[src/rtl/traffic_pkg.sv]
// -----------------------------------------------------------------------------
// traffic_pkg
// Shared definitions for the intersection light controller front end.
//   - Direction indices used for every 4-bit per-direction bus:
//     [0]=north, [1]=east, [2]=south, [3]=west.
//   - Queue counter width/type and default tuning values.
//   - Loop-debounce FSM state encoding.
//   - Saturating counter helpers used by the queue tracker.
// -----------------------------------------------------------------------------
package traffic_pkg;

  // Direction indices (bit positions in every per-direction bus).
  localparam int DIR_N = 0;
  localparam int DIR_E = 1;
  localparam int DIR_S = 2;
  localparam int DIR_W = 3;
  localparam int NUM_DIRS = 4;

  // Queue counter.
  localparam int QCNT_W = 4;
  typedef logic [QCNT_W-1:0] qcnt_t;

  // Default tuning values.
  localparam int DEF_DEBOUNCE_CYCLES = 4;
  localparam int DEF_MAX_Q           = 15;
  localparam int DEF_DEEP_THRESH     = 5;

  // Loop-debounce FSM states.
  typedef enum logic {
    ST_STABLE  = 1'b0,
    ST_PENDING = 1'b1
  } deb_state_t;

  // Increment that sticks at max_v instead of wrapping.
  function automatic qcnt_t qcnt_sat_inc(input qcnt_t v, input qcnt_t max_v);
    return (v >= max_v) ? max_v : v + qcnt_t'(1);
  endfunction

  // Decrement that sticks at zero instead of wrapping.
  function automatic qcnt_t qcnt_sat_dec(input qcnt_t v);
    return (v == '0) ? '0 : v - qcnt_t'(1);
  endfunction

endpackage : traffic_pkg

[src/rtl/loop_debounce.sv]
// -----------------------------------------------------------------------------
// loop_debounce
// Conditions one raw loop-detector level:
//   1. two-flop synchronizer (raw is asynchronous to clk),
//   2. STABLE/PENDING debounce FSM: a new synchronized level is accepted only
//      after it has persisted DEBOUNCE_CYCLES consecutive cycles,
//   3. one-cycle registered pulse on each accepted 0->1 change.
// Raw edge to pulse is 2 + DEBOUNCE_CYCLES cycles.
//
// Ports:
//   clk    in   system clock, rising edge
//   rst_n  in   synchronous active-low reset
//   raw    in   asynchronous loop level
//   ev     out  one-cycle pulse on an accepted rising level
//               ('event' is a reserved word, hence the short name)
// -----------------------------------------------------------------------------
module loop_debounce
  import traffic_pkg::*;
#(
  parameter int DEBOUNCE_CYCLES = DEF_DEBOUNCE_CYCLES
) (
  input  logic clk,
  input  logic rst_n,
  input  logic raw,
  output logic ev
);

  localparam int CNT_W = $clog2(DEBOUNCE_CYCLES + 1);
  typedef logic [CNT_W-1:0] cnt_t;
  // Counter value during the last cycle of a persisting difference.
  localparam cnt_t CNT_LAST = cnt_t'(DEBOUNCE_CYCLES - 1);

  logic       sync1_q, sync1_d;
  logic       sync2_q, sync2_d;
  deb_state_t state_q, state_d;
  cnt_t       cnt_q,   cnt_d;
  logic       stable_q, stable_d;
  logic       ev_q,    ev_d;

  logic       diff;

  assign diff = (sync2_q != stable_q);

  // NOTE: every signal written here gets a default first, so no path leaves
  // one unassigned and no latch is inferred.
  always_comb begin
    sync1_d  = raw;
    sync2_d  = sync1_q;
    state_d  = state_q;
    cnt_d    = cnt_q;
    stable_d = stable_q;
    ev_d     = 1'b0;

    // cnt_q counts difference cycles already seen; it is 0 in STABLE, so the
    // cycle that enters PENDING is the first one of the run.
    unique case (state_q)
      ST_STABLE: begin
        cnt_d = '0;
        if (diff) begin
          if (cnt_q == CNT_LAST) begin
            stable_d = ~stable_q;
            ev_d     = ~stable_q;
          end else begin
            state_d = ST_PENDING;
            cnt_d   = cnt_q + cnt_t'(1);
          end
        end
      end
      ST_PENDING: begin
        if (!diff) begin
          // Glitch: level fell back before the run completed.
          state_d = ST_STABLE;
          cnt_d   = '0;
        end else if (cnt_q == CNT_LAST) begin
          state_d  = ST_STABLE;
          cnt_d    = '0;
          stable_d = ~stable_q;
          ev_d     = ~stable_q;   // pulse only when the new level is 1
        end else begin
          cnt_d = cnt_q + cnt_t'(1);
        end
      end
      default: begin
        state_d = ST_STABLE;
        cnt_d   = '0;
      end
    endcase
  end

  // NOTE: reset is sampled on the clock edge (synchronous), and all state
  // uses non-blocking assignments so every flop sees pre-edge values.
  always_ff @(posedge clk) begin
    if (!rst_n) begin
      sync1_q  <= 1'b0;
      sync2_q  <= 1'b0;
      state_q  <= ST_STABLE;
      cnt_q    <= '0;
      stable_q <= 1'b0;
      ev_q     <= 1'b0;
    end else begin
      sync1_q  <= sync1_d;
      sync2_q  <= sync2_d;
      state_q  <= state_d;
      cnt_q    <= cnt_d;
      stable_q <= stable_d;
      ev_q     <= ev_d;
    end
  end

  assign ev = ev_q;

endmodule : loop_debounce

[src/rtl/queue_sensor_tracker.sv]
// -----------------------------------------------------------------------------
// queue_sensor_tracker
// Upstream stage of the intersection light controller. Debounces the arrival
// and stop-line loop of each direction, keeps a saturating queue count per
// direction and publishes registered occupancy vectors.
//
// Ports (bit order of every 4-bit bus: [0]=N [1]=E [2]=S [3]=W):
//   clk            in   system clock, rising edge
//   rst_n          in   synchronous active-low reset
//   arrive_raw     in   4  asynchronous arrival-loop levels
//   depart_raw     in   4  asynchronous stop-line-loop levels
//   sensor_1th     out  4  registered, qcnt >= 1
//   sensor_5th     out  4  registered, qcnt >= DEEP_THRESH
//   underflow_err  out  4  sticky, departure seen while qcnt == 0
//   qcount_bus     out  16 registered {qcnt W,S,E,N}; present only when the
//                          macro QUEUE_COUNT_OUT_EN is defined
// -----------------------------------------------------------------------------
module queue_sensor_tracker
  import traffic_pkg::*;
#(
  parameter int DEBOUNCE_CYCLES = DEF_DEBOUNCE_CYCLES,
  parameter int MAX_Q           = DEF_MAX_Q,
  parameter int DEEP_THRESH     = DEF_DEEP_THRESH
) (
  input  logic        clk,
  input  logic        rst_n,
  input  logic [3:0]  arrive_raw,
  input  logic [3:0]  depart_raw,
  output logic [3:0]  sensor_1th,
  output logic [3:0]  sensor_5th,
  output logic [3:0]  underflow_err
`ifdef QUEUE_COUNT_OUT_EN
  ,
  output logic [15:0] qcount_bus
`endif
);

  localparam qcnt_t MAX_Q_C  = qcnt_t'(MAX_Q);
  localparam qcnt_t DEEP_C   = qcnt_t'(DEEP_THRESH);

  logic [NUM_DIRS-1:0] arr_ev;
  logic [NUM_DIRS-1:0] dep_ev;

  qcnt_t               qcnt_q [NUM_DIRS];
  qcnt_t               qcnt_d [NUM_DIRS];
  logic [NUM_DIRS-1:0] sensor_1th_q,    sensor_1th_d;
  logic [NUM_DIRS-1:0] sensor_5th_q,    sensor_5th_d;
  logic [NUM_DIRS-1:0] underflow_err_q, underflow_err_d;

  // ---------------------------------------------------------------------------
  // Loop conditioning: one debouncer per raw input.
  // ---------------------------------------------------------------------------
  for (genvar d = 0; d < NUM_DIRS; d++) begin : g_dir
    loop_debounce #(
      .DEBOUNCE_CYCLES (DEBOUNCE_CYCLES)
    ) u_arr_deb (
      .clk   (clk),
      .rst_n (rst_n),
      .raw   (arrive_raw[d]),
      .ev    (arr_ev[d])
    );

    loop_debounce #(
      .DEBOUNCE_CYCLES (DEBOUNCE_CYCLES)
    ) u_dep_deb (
      .clk   (clk),
      .rst_n (rst_n),
      .raw   (depart_raw[d]),
      .ev    (dep_ev[d])
    );
  end

  // ---------------------------------------------------------------------------
  // Queue counters, threshold compares and sticky error flags.
  // Sensors are derived from qcnt_d so they change on the same edge as the
  // count and never lag it.
  // ---------------------------------------------------------------------------
  always_comb begin
    for (int d = 0; d < NUM_DIRS; d++) begin
      qcnt_d[d]          = qcnt_q[d];
      underflow_err_d[d] = underflow_err_q[d];

      // Simultaneous arrival and departure cancel: no change, no error.
      unique case ({arr_ev[d], dep_ev[d]})
        2'b10:   qcnt_d[d] = qcnt_sat_inc(qcnt_q[d], MAX_Q_C);
        2'b01: begin
          if (qcnt_q[d] == '0) begin
            underflow_err_d[d] = 1'b1;
          end
          qcnt_d[d] = qcnt_sat_dec(qcnt_q[d]);
        end
        default: qcnt_d[d] = qcnt_q[d];
      endcase

      sensor_1th_d[d] = (qcnt_d[d] != '0);
      sensor_5th_d[d] = (qcnt_d[d] >= DEEP_C);
    end
  end

  always_ff @(posedge clk) begin
    if (!rst_n) begin
      for (int d = 0; d < NUM_DIRS; d++) begin
        qcnt_q[d] <= '0;
      end
      sensor_1th_q    <= '0;
      sensor_5th_q    <= '0;
      underflow_err_q <= '0;
    end else begin
      for (int d = 0; d < NUM_DIRS; d++) begin
        qcnt_q[d] <= qcnt_d[d];
      end
      sensor_1th_q    <= sensor_1th_d;
      sensor_5th_q    <= sensor_5th_d;
      underflow_err_q <= underflow_err_d;
    end
  end

  assign sensor_1th    = sensor_1th_q;
  assign sensor_5th    = sensor_5th_q;
  assign underflow_err = underflow_err_q;

`ifdef QUEUE_COUNT_OUT_EN
  // ---------------------------------------------------------------------------
  // Optional raw count export, registered alongside the sensor vectors.
  // ---------------------------------------------------------------------------
  logic [15:0] qcount_bus_q, qcount_bus_d;

  always_comb begin
    qcount_bus_d = {qcnt_d[DIR_W], qcnt_d[DIR_S], qcnt_d[DIR_E], qcnt_d[DIR_N]};
  end

  always_ff @(posedge clk) begin
    if (!rst_n) begin
      qcount_bus_q <= '0;
    end else begin
      qcount_bus_q <= qcount_bus_d;
    end
  end

  assign qcount_bus = qcount_bus_q;
`endif

endmodule : queue_sensor_tracker
[config.mk]
export PLATFORM = sky130hd
export DESIGN_NAME = queue_sensor_tracker
export DESIGN_NICKNAME = d
export VERILOG_FILES = /design/src/rtl/traffic_pkg.sv /design/src/rtl/loop_debounce.sv /design/src/rtl/queue_sensor_tracker.sv
export SDC_FILE = /design/constraint.sdc
export NUM_CORES = 1
export LEC_CHECK = 0
export ABC_AREA = 1
export CAP_MARGIN = 10
export CORE_UTILIZATION = 50
export CTS_CLUSTER_SIZE = 14
export DETAILED_ROUTE_END_ITERATION = 7
export PLACE_DENSITY = 0.69
export REMOVE_ABC_BUFFERS = 1
export SYNTH_ARGS = -nofsm -noshare
export SYNTH_HDL_FRONTEND = slang
export SYNTH_SLANG_ARGS = --single-unit
[constraint.sdc]
create_clock -name clk -period 2 [get_ports clk]
set_clock_uncertainty 0.1 [all_clocks]
set_input_delay 0.4 -clock clk [delete_from_list [all_inputs] [get_ports clk]]
set_output_delay 0.4 -clock clk [all_outputs]
set_load 0.02 [all_outputs]
==> out/results.tsv, run 1 <==
stage	metric	value	unit
synthesis	ys_ff_latch	84	
cts	post-cts-setup-buffers	0	
outcome	outcome	completed	
global_route	grt_pass1_wl	11.7	mm
synthesis	synth_seq_area_share	43.4	%
die	die_x	90.0	um
synthesis	synth.avg_cell_area	7.52	um2
global_route	grt_overflow	0	
synthesis	yosysMostFrequentCell	nand2_1	
worst_setup_path	slowest_stage	clkdlybuf4s50_1	
die	die_area	8110	um2
cts	insertion_delay	0.33	ns
cts	htreeDepth	3	
drt	vias	3061	
synthesis	yosysWarnings	0	
flow_run	max-cap-violations	0	
finish	diodes	0	
drt	first_pass_iters	4	
worst_setup_path	path_delay_family	buffers and inverters	
timing	period_minus_slack	1.78	ns
place	gp_congestion	0.873	
worst_setup_path	worstPathMaxFanout	2	
worst_setup_path	crit_type	reg -> out	
synthesis	synth_common_cells	nand2_1 (114), inv_1 (92), dfxtp_1 (84)	
worst_setup_path	endpoint_kind	output port	
synthesis	synth_largest_area_cell	dfxtp_1	
cts	cts_root_buf	clkbuf_8	
timing	worst_pin_slew	0.375	ns
die	core	7370	um2
synthesis	synthFlopType	dfxtp_1	
drt	wl_per_cell	9.89	um
cts	cts.sinks	84	
synthesis	syn_inst	515	
synthesis	synthesis.area	3870	um2
cts	cts_tree	yes	
die	die_y	90.0	um
finish	final_nets	584	
synthesis	synth_top_area_share	43.4	%
finish	fillers	680	
worst_setup_path	r2r_cells	9	
synthesis	synth_enable_flop_cells	0	
die	io-pin-count	22	
pwr	p_leak	2.10	nW
cts	cts_hold_buf	0	
place	dp_hpwl	4.67	mm
worst_setup_path	crit_cells	1	
min_path	hp-class	reg -> reg	
drt	drc	0	
finish	area_growth	12.9	%
cts	post_cts_resized	0	
pwr	vdd.ir_drop.worst	0.000528	V
timing	totalNegativeSetupSlack	0	ns
worst_setup_path	cp_data_required_time	1.50	ns
timing	hold_viol	0	
synthesis	synth_area_leaders	dfxtp_1 (43%), ha_1 (11%), nand2_1 (11%)	
worst_setup_path	path_cells	clkdlybuf4s50_1	
cts	cts_buffers	9	
worst_setup_path	start_kind	flip-flop	
synthesis	ys_types	25	
min_path	whs_path_depth	2	
timing	max_slew_margin	75.0	%
cts	clk_pin_slew	0.08	ns
finish	multi_input_area	1750	um2
drt	routed_wl	6.36	mm
global_route	grt_max_degree	41	
die	initial_core_util	52.6	%
die	fp-row-count	31	
place	port_buffers	21	
timing	finalHoldWorstSlack	0.302	ns
finish	drive_above_1_share	6.25	%
timing	rsz0062_at_grt	false	
global_route	antenna_found_initial	0	
global_route	grt_pass1_vias	2889	
pwr	powerDensity	677	nW/um2
finish	area.sequential	1680	um2
drt	initialDrtViolationCount	101	
timing	final-setup-viol-count	0	
synthesis	synthArstFlopShare	0	%
drt	vias_per_cell	4.76	
drt	postRouteAntennaNets	0	
timing	fmax	563	MHz
global_route	grt_usage	17.3	%
worst_setup_path	max_stage_delay	0.61	ns
timing	drv_slew	0	
cts	cts_max_path_buffers	2	
worst_setup_path	worstPathArrival	1.28	ns
worst_setup_path	path_buf_inv	1	
timing	fin_crit_sh	88.8	%
-- per-layer routing --
metal  up-vias  GRT usage (%)  wire, um
li1       1633              -         -
met1      1379           20.1      2980
met2        43           31.3      3160
met3         6           2.96       159
met4         0           6.99        58
met5         -              0         0
-- metrics by stage --
stage | instances | worst slack [ns] | power (mW) | util (%) | area, um2
after global routing | 643 | 0.146 | 3.11 | 59.4 | 4380
after global placement | 627 | 0.232 | 1.81 | 56.6 | 4170
after floorplan | 505 | 0.482 | 1.77 | - | 3800
final | 643 | 0.225 | 2.96 | 59.4 | 4380
after CTS | 643 | 0.199 | 3.01 | 59.4 | 4380
after detailed placement | 627 | 0.183 | 1.81 | 56.6 | 4170
-- kinds of logic after synthesis --
logic type,Yosys count,share of synthesized area [%]
AND/OR/NAND/NOR,247,27.3
XOR/XNOR,6,1.36
adder cells (fa/ha/maj),35,11.3
AO/OA/AOI/OAI,35,5.20
buffers and inverters,108,11.4
flip-flops,84,43.4
-- worst reg2reg max path: cells and delay by family (launching register included) --
| kind | cells | cell delay [ns] |
|---|---|---|
| fa+ha+maj | 1 | 0.25 |
| buf+inv | 1 | 0.14 |
| flops | 1 | 0.35 |
| simple gates | 7 | 0.72 |
-- placed cells by master (no fill, tap or decap), drive strengths merged --
| cell type | synthesis | layout |
|---|---|---|
| a211oi | 3 | 3 |
| a21oi | 15 | 15 |
| buf | 10 | 2 |
| bufinv | 0 | 1 |
| clkbuf | 0 | 12 |
| clkdlybuf4s50 | 0 | 21 |
| clkinv | 0 | 2 |
| clkinvlp | 0 | 1 |
| dfxtp | 84 | 84 |
| ha | 35 | 35 |
| inv | 98 | 98 |
| nand2 | 114 | 114 |
| nand3 | 54 | 54 |
| nand3b | 1 | 1 |
| nand4 | 6 | 6 |
| nor2 | 63 | 63 |
| nor3 | 6 | 6 |
| o211ai | 1 | 1 |
| o21a | 4 | 4 |
| o21ai | 11 | 11 |
| o21bai | 1 | 1 |
| or2 | 3 | 3 |
| xnor2 | 1 | 1 |
| xor2 | 5 | 5 |
-- sequential cells by signal, indices dropped and copies added, names as in the netlist --
register / count
underflow_err: 4
g_dir.u_arr_deb.stable_q: 4
g_dir.u_arr_deb.cnt_q: 12
g_dir.u_dep_deb.sync2_q: 4
g_dir.u_dep_deb.ev: 4
g_dir.u_arr_deb.ev: 4
g_dir.u_dep_deb.stable_q: 4
sensor_5th: 4
g_dir.u_dep_deb.sync1_q: 4
g_dir.u_arr_deb.sync1_q: 4
qcnt_q: 16
g_dir.u_arr_deb.sync2_q: 4
sensor_1th: 4
g_dir.u_dep_deb.cnt_q: 12
-- worst paths after layout --
| check | slack (ns) | startpoint | end |
|---|---|---|---|
| setup / recovery | 0.22 | underflow_err[2] | underflow_err[2] |
| hold / removal | 0.30 | g_dir[3].u_arr_deb.sync1_q | g_dir[3].u_arr_deb.sync2_q |
| setup reg to reg | 0.34 | qcnt_q[3][0] | sensor_1th[3] |
| hold reg to reg | 0.30 | g_dir[3].u_arr_deb.sync1_q | g_dir[3].u_arr_deb.sync2_q |
-- report_power, final --
group / total, mW / switching [mW] / internal [mW]
Clock: 1.19 / 0.544 / 0.642
Sequential: 1.70 / 0.00886 / 1.69
Combinational: 0.0757 / 0.0402 / 0.0355
-- final cells by class --
| cell class | instances | share of cell area (%) |
|---|---|---|
| multi-input cells | 323 | 40.0 |
| flip-flops and latches | 84 | 38.4 |
| inverters | 98 | 8.40 |
| repair buffers | 23 | 5.72 |
| clock buffers | 12 | 3.54 |
| well taps | 99 | 2.83 |
| clock inverters | 4 | 1.09 |
Note: power is estimated with default switching activity, not from simulation.
==> inputs of run 2 (changes only) <==
--- a/config.mk
+++ b/config.mk
@@ -14,4 +14,5 @@
 export REMOVE_ABC_BUFFERS = 1
 export SYNTH_ARGS = -nofsm -noshare
 export SYNTH_HDL_FRONTEND = slang
+export SYNTH_HIERARCHICAL = 1
 export SYNTH_SLANG_ARGS = --single-unit
==> run 2 against run 1 <==
Power increased by 5.1%. Non-clock buffer count increased by 2. Cell area increased by 4.4%. Critical endpoint is now underflow_err[0]. Largest cell class unchanged. Largest power group unchanged.
==> out/results.tsv, run 2 <==
stage	metric	value	unit
finish	diodes	0	
timing	finalHoldWorstSlack	0.318	ns
synthesis	ys_types	29	
synthesis	yosysMostFrequentCell	nand2_1	
global_route	antenna_found_initial	0	
die	die_x	91.8	um
cts	cts_buffers	9	
timing	totalNegativeSetupSlack	0	ns
worst_setup_path	cp-startpoint	underflow_err[0]	
finish	fillers	719	
timing	final-setup-viol-count	0	
die	io-pin-count	22	
die	die_y	91.8	um
cts	cts.sinks	84	
global_route	grt_pass1_vias	2835	
cts	post_cts_resized	0	
synthesis	synth_area_leaders	dfxtp_1 (42%), ha_1 (11%), nand2_1 (11%)	
die	core	7770	um2
cts	cts_max_path_buffers	2	
finish	final_cell_mix	nand2_1 (118), inv_1 (86), dfxtp_1 (84)	
synthesis	syn_inst	533	
timing	fin_crit_sh	89.7	%
cts	post-cts-setup-buffers	0	
synthesis	synth_common_cells	nand2_1 (118), inv_1 (86), dfxtp_1 (84)	
place	dp_hpwl	5.00	mm
synthesis	synthesis.area	4030	um2
worst_setup_path	path_delay_family	buffers and inverters	
drt	postRouteAntennaNets	0	
finish	post-route-util	58.8	%
timing	worst_pin_slew	0.390	ns
worst_setup_path	max_stage_delay	0.61	ns
cts	cts_hold_buf	0	
cts	clk_pin_slew	0.07	ns
die	die_area	8420	um2
pwr	powerDensity	681	nW/um2
global_route	grt_usage	17.1	%
synthesis	synthArstFlopShare	0	%
finish	final_common_cell	nand2_1	
finish	area_growth	13.4	%
synthesis	yosysWarnings	6	
synthesis	synth_enable_flop_cells	0	
finish	final_nets	609	
global_route	grt_overflow	0	
pwr	power.total	3.11	mW
timing	rsz0062_at_grt	false	
pwr	vdd.ir_drop.worst	0.000459	V
worst_setup_path	start_kind	flip-flop	
worst_setup_path	endpoint_kind	output port	
drt	wl_per_cell	9.97	um
outcome	outcome	completed	
worst_setup_path	cp_data_required_time	1.50	ns
finish	largest_reg_flops	16	
synthesis	synth.avg_cell_area	7.56	um2
timing	max_slew_margin	73.9	%
place	port_buffers	21	
cts	insertion_delay	0.35	ns
drt	vias_per_cell	4.70	
global_route	grt_max_degree	27	
drt	routed_wl	6.67	mm
synthesis	synth_seq_area_share	41.7	%
worst_setup_path	worstPathMaxFanout	2	
global_route	grt_pass1_wl	11.6	mm
min_path	hp-start	g_dir[0].u_arr_deb/sync1_q	
pwr	p_leak	2.11	nW
finish	largestRegisters	qcnt_q: 16 flops, g_dir.u_arr_deb/cnt_q: 12 flops, g_dir.u_dep_deb/cnt_q: 12 flops	
place	gp_congestion	0.930	
timing	fmax	558	MHz
finish	regMostFlops	qcnt_q	
worst_setup_path	path_buf_inv	1	
worst_setup_path	r2r-start	qcnt_q[1][0]	
timing	drv_slew	0	
finish	drive_above_1_share	12.7	%
cts	cts_root_buf	clkbuf_8	
worst_setup_path	slowest_stage	clkdlybuf4s50_1	
min_path	hp-class	reg -> reg	
drt	first_pass_iters	4	
die	fp-row-count	32	
die	initial_core_util	51.9	%
timing	period_minus_slack	1.79	ns
drt	drc	0	
drt	initialDrtViolationCount	116	
synthesis	ys_ff_latch	84	
cts	htreeDepth	3	
synthesis	synthFlopType	dfxtp_1	
synthesis	synth_top_area_share	41.7	%
cts	cts_tree	yes	
worst_setup_path	path_cells	clkdlybuf4s50_1	
worst_setup_path	crit_type	reg -> out	
flow_run	max-cap-violations	0	
synthesis	synth_largest_area_cell	dfxtp_1	
timing	hold_viol	0	
drt	vias	3146	
worst_setup_path	worstPathArrival	1.29	ns
-- run 2: kinds of logic after synthesis --
group           after synthesis  synth area share, %
buf+inv                     109                 11.2
xor+xnor                      3                0.652
simple gates                264                 30.3
flops                        84                 41.7
fa+ha+maj                    36                 11.2
compound gates               37                 4.91
-- run 2: through the flow --
stage	cell area [um2]	std cells	worst slack [ns]
final	4570	669	0.207
after CTS	4570	669	0.176
after detailed placement	4340	654	0.381
after global routing	4570	669	0.149
after floorplan	3970	527	0.496
after global placement	4340	654	0.412
-- run 2: area by class of cell --
cell class / count / area [um2] / area share (%)
multi-input cells: 340 / 1900 / 41.5
flip-flops and latches: 84 / 1680 / 36.8
inverters: 103 / 392 / 8.57
repair buffers: 25 / 248 / 5.42
clock buffers: 11 / 151 / 3.31
well taps: 102 / 128 / 2.79
clock inverters: 4 / 72.6 / 1.59
-- run 2: tightest hold or removal path: cells and delay by family (launching register included) --
| kind | cells | cell delay [ns] |
|---|---|---|
| buf+inv | 1 | 0.04 |
| flops | 1 | 0.31 |
| simple gates | 1 | 0.05 |
-- run 2: final timing paths --
path                                              endpoint  slack, ns  cells after the start
worst max-delay path                      underflow_err[0]       0.21                      1
worst min-delay path            g_dir[0].u_arr_deb/sync2_q       0.32                      2
worst max register to register               sensor_1th[1]       0.35                      9
worst min register to register  g_dir[0].u_arr_deb/sync2_q       0.32                      2
-- run 2: routing by layer --
layer	vias to the layer above	GRT usage [%]	part of all wire, %
met5	-	0	0
met4	0	8.59	2.0
met3	13	4.15	3.8
met2	56	28.8	46
met1	1373	20.4	49
li1	1704	-	-
-- run 2: power by group --
group	total, mW	internal (mW)	switching (mW)
combinational	0.0848	0.0365	0.0482
clock	1.33	0.762	0.567
sequential	1.70	1.69	0.00789
total	3.11	2.49	0.623
==> inputs of run 3 (changes only) <==
--- a/config.mk
+++ b/config.mk
@@ -8,6 +8,7 @@
 export ABC_AREA = 1
 export CAP_MARGIN = 10
 export CORE_UTILIZATION = 50
+export CTS_CLUSTER_DIAMETER = 60
 export CTS_CLUSTER_SIZE = 14
 export DETAILED_ROUTE_END_ITERATION = 7
 export PLACE_DENSITY = 0.69
==> results of run 3 <==
Same layout as run 2: the final DEF is identical, and so are final timing and power.
